## src/rtl/bram_sp_req_adapter.sv

```systemverilog
// Valid/ready request front-end for a single-port byte-masked BRAM, with a small read-response FIFO.
// Build macro BRAM_SP_REQ_ADAPTER_WRACK_EN: writes also return one zero-data response beat each.
module bram_sp_req_adapter #(
  parameter  int DATA_WIDTH = 32,
  parameter  int BRAM_DEPTH = 128,
  parameter  int RSP_DEPTH  = 2,
  localparam int ADDR_WIDTH = $clog2(BRAM_DEPTH),
  localparam int MASK_WIDTH = DATA_WIDTH / 8
) (
  input  logic                  clk_i,
  input  logic                  rst_ni,
  input  logic                  req_valid_i,
  output logic                  req_ready_o,
  input  logic                  req_we_i,
  input  logic [ADDR_WIDTH-1:0] req_addr_i,
  input  logic [DATA_WIDTH-1:0] req_data_i,
  input  logic [MASK_WIDTH-1:0] req_mask_i,
  output logic                  rsp_valid_o,
  input  logic                  rsp_ready_i,
  output logic [DATA_WIDTH-1:0] rsp_data_o,
  output logic [DATA_WIDTH-1:0] bram_data_o,
  output logic [ADDR_WIDTH-1:0] bram_addr_o,
  output logic [MASK_WIDTH-1:0] bram_mask_o,
  output logic                  bram_wr_en_o,
  output logic                  bram_cmd_en_o,
  input  logic [DATA_WIDTH-1:0] bram_data_i
);

  localparam int PTR_W = $clog2(RSP_DEPTH);
  localparam int CNT_W = $clog2(RSP_DEPTH + 1);
  localparam logic [CNT_W:0]   CREDIT_MAX = (CNT_W + 1)'(RSP_DEPTH);
  localparam logic [CNT_W-1:0] OCC_FULL   = CNT_W'(RSP_DEPTH);

  logic [CNT_W-1:0]      occ_r;
  logic                  rd_inflight_r;
  logic [PTR_W-1:0]      head_r;
  logic [PTR_W-1:0]      tail_r;
  logic [DATA_WIDTH-1:0] rsp_mem_r [RSP_DEPTH];

  logic [CNT_W:0]        credit_s;
  logic                  fire_s;
  logic                  alloc_s;
  logic                  capture_s;
  logic                  pop_s;
  logic [CNT_W-1:0]      occ_next_s;
  logic [DATA_WIDTH-1:0] capture_data_s;

`ifdef BRAM_SP_REQ_ADAPTER_WRACK_EN
  logic                  wr_inflight_r;
`endif

  // Credit check: queued plus in-flight responses must leave room for one more capture.
  // Ready looks only at registered state, so full-rate streaming needs RSP_DEPTH >= 3.
  always_comb begin
    credit_s    = {1'b0, occ_r} + {{CNT_W{1'b0}}, rd_inflight_r};
    req_ready_o = rst_ni & (credit_s < CREDIT_MAX);
  end

  assign fire_s        = req_valid_i & req_ready_o;
  assign bram_cmd_en_o = fire_s;
  assign bram_wr_en_o  = req_we_i;
  assign bram_addr_o   = req_addr_i;
  assign bram_data_o   = req_data_i;
  assign bram_mask_o   = req_mask_i;

`ifdef BRAM_SP_REQ_ADAPTER_WRACK_EN
  assign alloc_s = fire_s;
`else
  assign alloc_s = fire_s & ~req_we_i;
`endif

  assign capture_s   = rd_inflight_r;
  assign rsp_valid_o = (occ_r != {CNT_W{1'b0}});
  assign pop_s       = rsp_valid_o & rsp_ready_i;
  assign rsp_data_o  = rsp_mem_r[head_r];

  // Select the beat captured this cycle; write acknowledgements carry zero data.
  always_comb begin
    capture_data_s = bram_data_i;
`ifdef BRAM_SP_REQ_ADAPTER_WRACK_EN
    if (wr_inflight_r) begin
      capture_data_s = {DATA_WIDTH{1'b0}};
    end else begin
      capture_data_s = bram_data_i;
    end
`endif
  end

  // Occupancy update; a capture and a pop in the same cycle cancel out.
  always_comb begin
    occ_next_s = occ_r;
    case ({capture_s, pop_s})
      2'b10:   occ_next_s = occ_r + CNT_W'(1);
      2'b01:   occ_next_s = occ_r - CNT_W'(1);
      default: occ_next_s = occ_r;
    endcase
  end

  // Control state: occupancy, in-flight flag and wrapping FIFO pointers.
  always_ff @(posedge clk_i) begin
    if (!rst_ni) begin
      occ_r         <= {CNT_W{1'b0}};
      rd_inflight_r <= 1'b0;
      head_r        <= {PTR_W{1'b0}};
      tail_r        <= {PTR_W{1'b0}};
`ifdef BRAM_SP_REQ_ADAPTER_WRACK_EN
      wr_inflight_r <= 1'b0;
`endif
    end else begin
      occ_r         <= occ_next_s;
      rd_inflight_r <= alloc_s;
`ifdef BRAM_SP_REQ_ADAPTER_WRACK_EN
      wr_inflight_r <= fire_s & req_we_i;
`endif
      if (capture_s) begin
        tail_r <= tail_r + PTR_W'(1);
      end
      if (pop_s) begin
        head_r <= head_r + PTR_W'(1);
      end
    end
  end

  // Response storage: contents are don't-care after reset, so no reset term.
  always_ff @(posedge clk_i) begin
    if (capture_s) begin
      rsp_mem_r[tail_r] <= capture_data_s;
    end
  end

  // A capture into a full FIFO without a simultaneous pop would silently drop read data.
  a_no_overflow: assert property (@(posedge clk_i) disable iff (!rst_ni)
    !(capture_s && !pop_s && (occ_r == OCC_FULL)));

endmodule

```

## config.mk

```make
export PLATFORM = sky130hd
export DESIGN_NAME = bram_sp_req_adapter
export DESIGN_NICKNAME = d
export VERILOG_FILES = /design/src/rtl/bram_sp_req_adapter.sv
export SDC_FILE = /design/constraint.sdc
export NUM_CORES = 1
export LEC_CHECK = 0
export BUFFER_PORTS_ARGS = -buffer_cell sky130_fd_sc_hd__buf_2
export CAP_MARGIN = 20
export CORE_MARGIN = 2
export CORE_UTILIZATION = 41
export DETAILED_ROUTE_END_ITERATION = 8
export HOLD_SLACK_MARGIN = 0.02
export PLACE_DENSITY = 0.74
export SYNTH_ARGS = -nofsm -noshare
export SYNTH_HDL_FRONTEND = slang
export SYNTH_SLANG_ARGS = --single-unit
```

## constraint.sdc

```tcl
create_clock -name clk_i -period 2.47 [get_ports clk_i]
set_input_delay 0.1235 -clock clk_i [delete_from_list [all_inputs] [get_ports clk_i]]
set_output_delay 0.1235 -clock clk_i [all_outputs]
set_load 0.02 [all_outputs]
```

==> Yosys cells after proc, flatten, opt, wreduce, memory -nomap -nowiden <==
Memories as Yosys holds them, arrays and structs flattened. A register that Yosys moved wholly into a read port is not among the register bits.
Cells that the tools add are included.
{ "word_totals": {"input_bits": 80, "output_inout_bits": 79, "ramBits": 64, "memories": 1, "elab_cells": 25, "register_bits": 5} }
{ "mem_list": {"columns": ["name", "words", "width", "rd", "rd_ports_with_merged_regs", "write_ports", "line_no", "text"], "rows": [
  ["rsp_mem_r", 2, 32, 1, 1, 1, "38", "logic [DATA_WIDTH-1:0] rsp_mem_r [RSP_DEPTH];"]
]} }
{ "op_classes": {"n_reduce_logical": 2, "n_eq_ne": 2, "muxes": 5, "n_bitwise": 5, "n_lt_le_gt_ge": 1, "add_sub_neg": 5} }
{ "ops": {"columns": ["cell", "n"], "rows": [
  ["bitwise AND 1 bit", 4],
  ["two-way mux 1 bit", 4],
  ["one-hot mux 2 bit (2 select lines)", 1],
  ["nonzero test 2 bit", 2],
  ["adder 2 x 1 -> 3 bit", 1],
  ["< comparator 3 x 2 -> 1 bit (second input constant)", 1],
  ["adder 1 bit (second input constant)", 2],
  ["adder 2 x 1 -> 2 bit (second input constant)", 1],
  ["== test 2 x 1 -> 1 bit (second input constant)", 1],
  ["== test 2 bit (second input constant)", 1],
  ["subtractor 2 x 1 -> 2 bit (second input constant)", 1],
  ["NOT 1 bit", 1]
]} }

==> Logic depth before layout (Yosys ltp) <==
{ "logic_depth": {"word_depth": 5, "ltp_mapped": 5, "mapped_depth_nobuf": 5} }

==> Least setup slack after synthesis <==
No wires, ideal clock.
{ "synth_path": {"kind": "register to register", "start": "register rd_inflight_r, in the netlist capture_s", "end": "memory rsp_mem_r[0][0] (enable)", "stages_incl_launch_ff": 3, "arrival_ns": 1.788, "required_ns": 2.047, "slack_ns": 0.259, "setup_ns": 0.423, "period_less_slack_ns": 2.211, "path_buffers": 0, "path_cell_list": "dfxtp_1 -> inv_1 -> nor2_1"} }
{ "synth_via": {"elab_chain_cells": 2} }
{ "synth_lines": {"columns": ["item", "line_no", "text"], "rows": [
  ["start, declared", "35", "logic rd_inflight_r;"],
  ["start signal, assigned", "111", "rd_inflight_r <= alloc_s;"],
  ["two-way mux 1 bit", "126", "if (capture_s) begin"],
  ["two-way mux 1 bit (implied by the code)", "127", "rsp_mem_r[tail_r] <= capture_data_s;"],
  ["end, declared", "38", null]
]} }
No other way between the ends.

==> out/metrics.yaml <==
outcome:
  status: "finished, final reports clean"
setup_path:
  r2r-end: "rsp_mem_r[0][22]$_DFFE_PP_"
  critical_path_required_ps: 2350
  regToRegSetupSlack_ps: 950
  cp_max_fo: 19
  reg2reg_depth: 3
  timing.rr.start: "capture_s$_SDFF_PN0_"
  cpPeakStageDelay_ps: 640
  critPathKind: "flop to output port"
  crit_chain: "buf_4 > mux2_2 > buf_2"
  startpoint_type: "flop"
  worst_setup_path_end_kind: "output port"
  worstPathArrival_ps: 1770
  crit_slowest_cell: "dfxtp_2"
global_routing:
  grt_overflow_total: 0
  grt_util_met1_pct: 13.2
  grt_pass1_vias: 1528
  top_usage_layer: "met2"
  met3_usage_pct: 5.22
  antenna_found_initial: 0
  grt_max_degree: 33
  grt_pass1_wl_mm: 7.27
  grt.total_usage_pct: 13.0
  grtUsageMet2_pct: 21.9
placed_design:
  place.port_buffers: 72
  gp_congestion: 0.652
  place_area_mm2: 0.00309
  placed_cells: 294
  dp_slack_ps: 890
  dp_hpwl_mm: 3.04
cts:
  cts_made_buffers: 9
  cts_buffer_depth: 2
  ctsHtreeMaxLevel: 3
  cts_sinks: 70
  clkLatencyLatePin_ps: 330
  cts_tree: "yes"
  cts-root-buf: "clkbuf_8"
  clk_pin_slew_worst_paths_ps: 60
sta:
  rsz0062_at_grt: "no"
  slew_viol_final: 0
  setup_viol: 0
  period_needed_ps: 1890
  whs_ps: 47.9
  worst_slew_pin_slew_ps: 806
  setup_tns_ps: 0
  hold_viol: 0
  finClkSkew_ps: 7.08
  fmax_ghz: 0.529
  max_slew_margin_pct: 46.2
  fin_ws_ps: 580
  fin_crit_sh_pct: 76.5
floorplanning:
  num_io_pins: 159
  die-area_mm2: 0.00787
  die_x_um: 88.7
  die_y_um: 88.7
  num_rows: 30
  coreArea_mm2: 0.00687
  initial_core_util_pct: 42.8
routing:
  drt_iter0_markers: 42
  vias: 1527
  wl_per_cell_um: 14.4
  drt-total-wl_mm: 4.89
  ant_nets: 0
  drt_pre_antenna_iters: 4
  avgViaCountPerCell: 4.50
  drc: 0
yosys:
  netlist_area_mm2: 0.00294
  ys_types: 19
  synth_area_leaders: "edfxtp_1, buf_4, mux2_2"
  synth_nets: 251
  yosysWarnings: 0
  synth_seq_area_share_pct: 69.4
  synthCells: 170
  synth_top_area_share_pct: 65.4
  synth_largest_area_cell: "edfxtp_1"
  ys_ff_latch: 70
  synth_area_per_cell_um2: 17.3
final_layout:
  final_nets: 322
  stdcell_count: 339
  drive_above_1_share_pct: 50.6
  final_cell_mix: "buf_2, edfxtp_1, dlygate4sd3_1, mux2_2, clkbuf_8"
  fin_area_mm2: 0.00357
  final_common_cell: "buf_2"
  syn_to_final_growth_pct: 21.5
  fillers: 570
  diodes: 0
power_and_ir_drop:
  ir_worst_vdd_uv: 339
  power_leakage_uw: 0.00135
  powerDensity_mw_per_mm2: 745
flow_run:
  maxCapViolCount: 0
worst_hold_path:
  hold_start: "req_valid_i"
  hold_depth: 2
  hold_class: "input port to flop"
  hold_path_end: "capture_s$_SDFF_PN0_"
-- repair_timing --
item                                   CTS  global route
gates resized for setup                  0             0
setup buffers                            0             0
hold buffers                            32             0
endpoints found under the hold margin   64             0
-- worst max-delay path: cells and delay by family, from the launching register on --
kind                   cells  cell delay (ps)
flip-flops                 1              640
buffers and inverters      2              450
multiplexers               1              350
-- cell type report --
type | count | area [µm²] | area share, %
Clock buffer | 10 | 128 | 3.57
Multi-Input combinational cell | 51 | 528 | 14.8
Tap cell | 96 | 120 | 3.36
Clock inverter | 3 | 38.8 | 1.09
Timing Repair Buffer | 108 | 711 | 19.9
Sequential cell | 70 | 2040 | 57.2
Inverter | 1 | 3.75 | 0.105
-- power breakdown --
group	leakage [µW]	internal, µW	switching [µW]
Combinational	0.000632	239	231
Clock	0.0000855	445	364
Sequential	0.000631	1340	43.0
-- flip-flops by register name (all words and copies together), names as in the netlist, named ones only --
name and count:
rsp_mem_r 64, tail_r 1, occ_r 2, capture_s 1, head_r 1
-- metal layers --
layer / vias up / share of wire [%]
li1: 714 / -
met1: 721 / 38
met2: 68 / 51
met3: 24 / 7.6
met4: 0 / 3.2
met5: - / 0
-- worst max-delay path by stage --
stage | startpoint | endpoint | slack (ps) | cells after the start
CTS | flop | rsp_data_o[21] | 510 | 3
global placement | flop | rsp_data_o[18] | 900 | 3
global route | flop | rsp_data_o[15] | 430 | 3
floorplan | capture_s$_SDFF_PN0_ | rsp_mem_r[0][0]$_DFFE_PP_ | 260 | 2
finish | flop | rsp_data_o[27] | 580 | 3
detailed placement | flop | rsp_data_o[21] | 890 | 3
-- per-stage QoR --
step,utilization [%],power (µW)
6_report,52.0,2660
5_1_grt,52.0,2790
4_1_cts,52.0,2690
3_5_place_dp,44.9,1840
3_3_place_gp,44.9,1840
2_1_floorplan,-,1820
-- cells in the mapped netlist --
library cell and n:
nor2_1 1, mux2_2 26, and3b_1 1, or2_2 1
nand2b_1 1, xnor2_1 3, nor2b_1 3, o21a_1 2
o211ai_1 1, ha_1 1, edfxtp_1 64, inv_1 1
and2_1 3, mux2_4 6, o31ai_1 1, buf_4 44
a21oi_1 1, dfxtp_1 6, buf_6 4
-- cell families (layout without fill, tap and decap cells) --
kind of cell             count (synthesis)  count (layout)  synth area share [%]
buffers and inverters                   49             122                  12.9
AND/OR/NAND/NOR                         10              10                  2.13
flip-flops                              70              70                  69.4
XOR/XNOR                                 3               3                 0.894
AO/OA/AOI/OAI                            5               5                  1.19
multiplexers                            32              32                  13.0
adder cells (fa/ha/maj)                  1               1                 0.425
No activity file was read; power rests on OpenSTA's default activity.
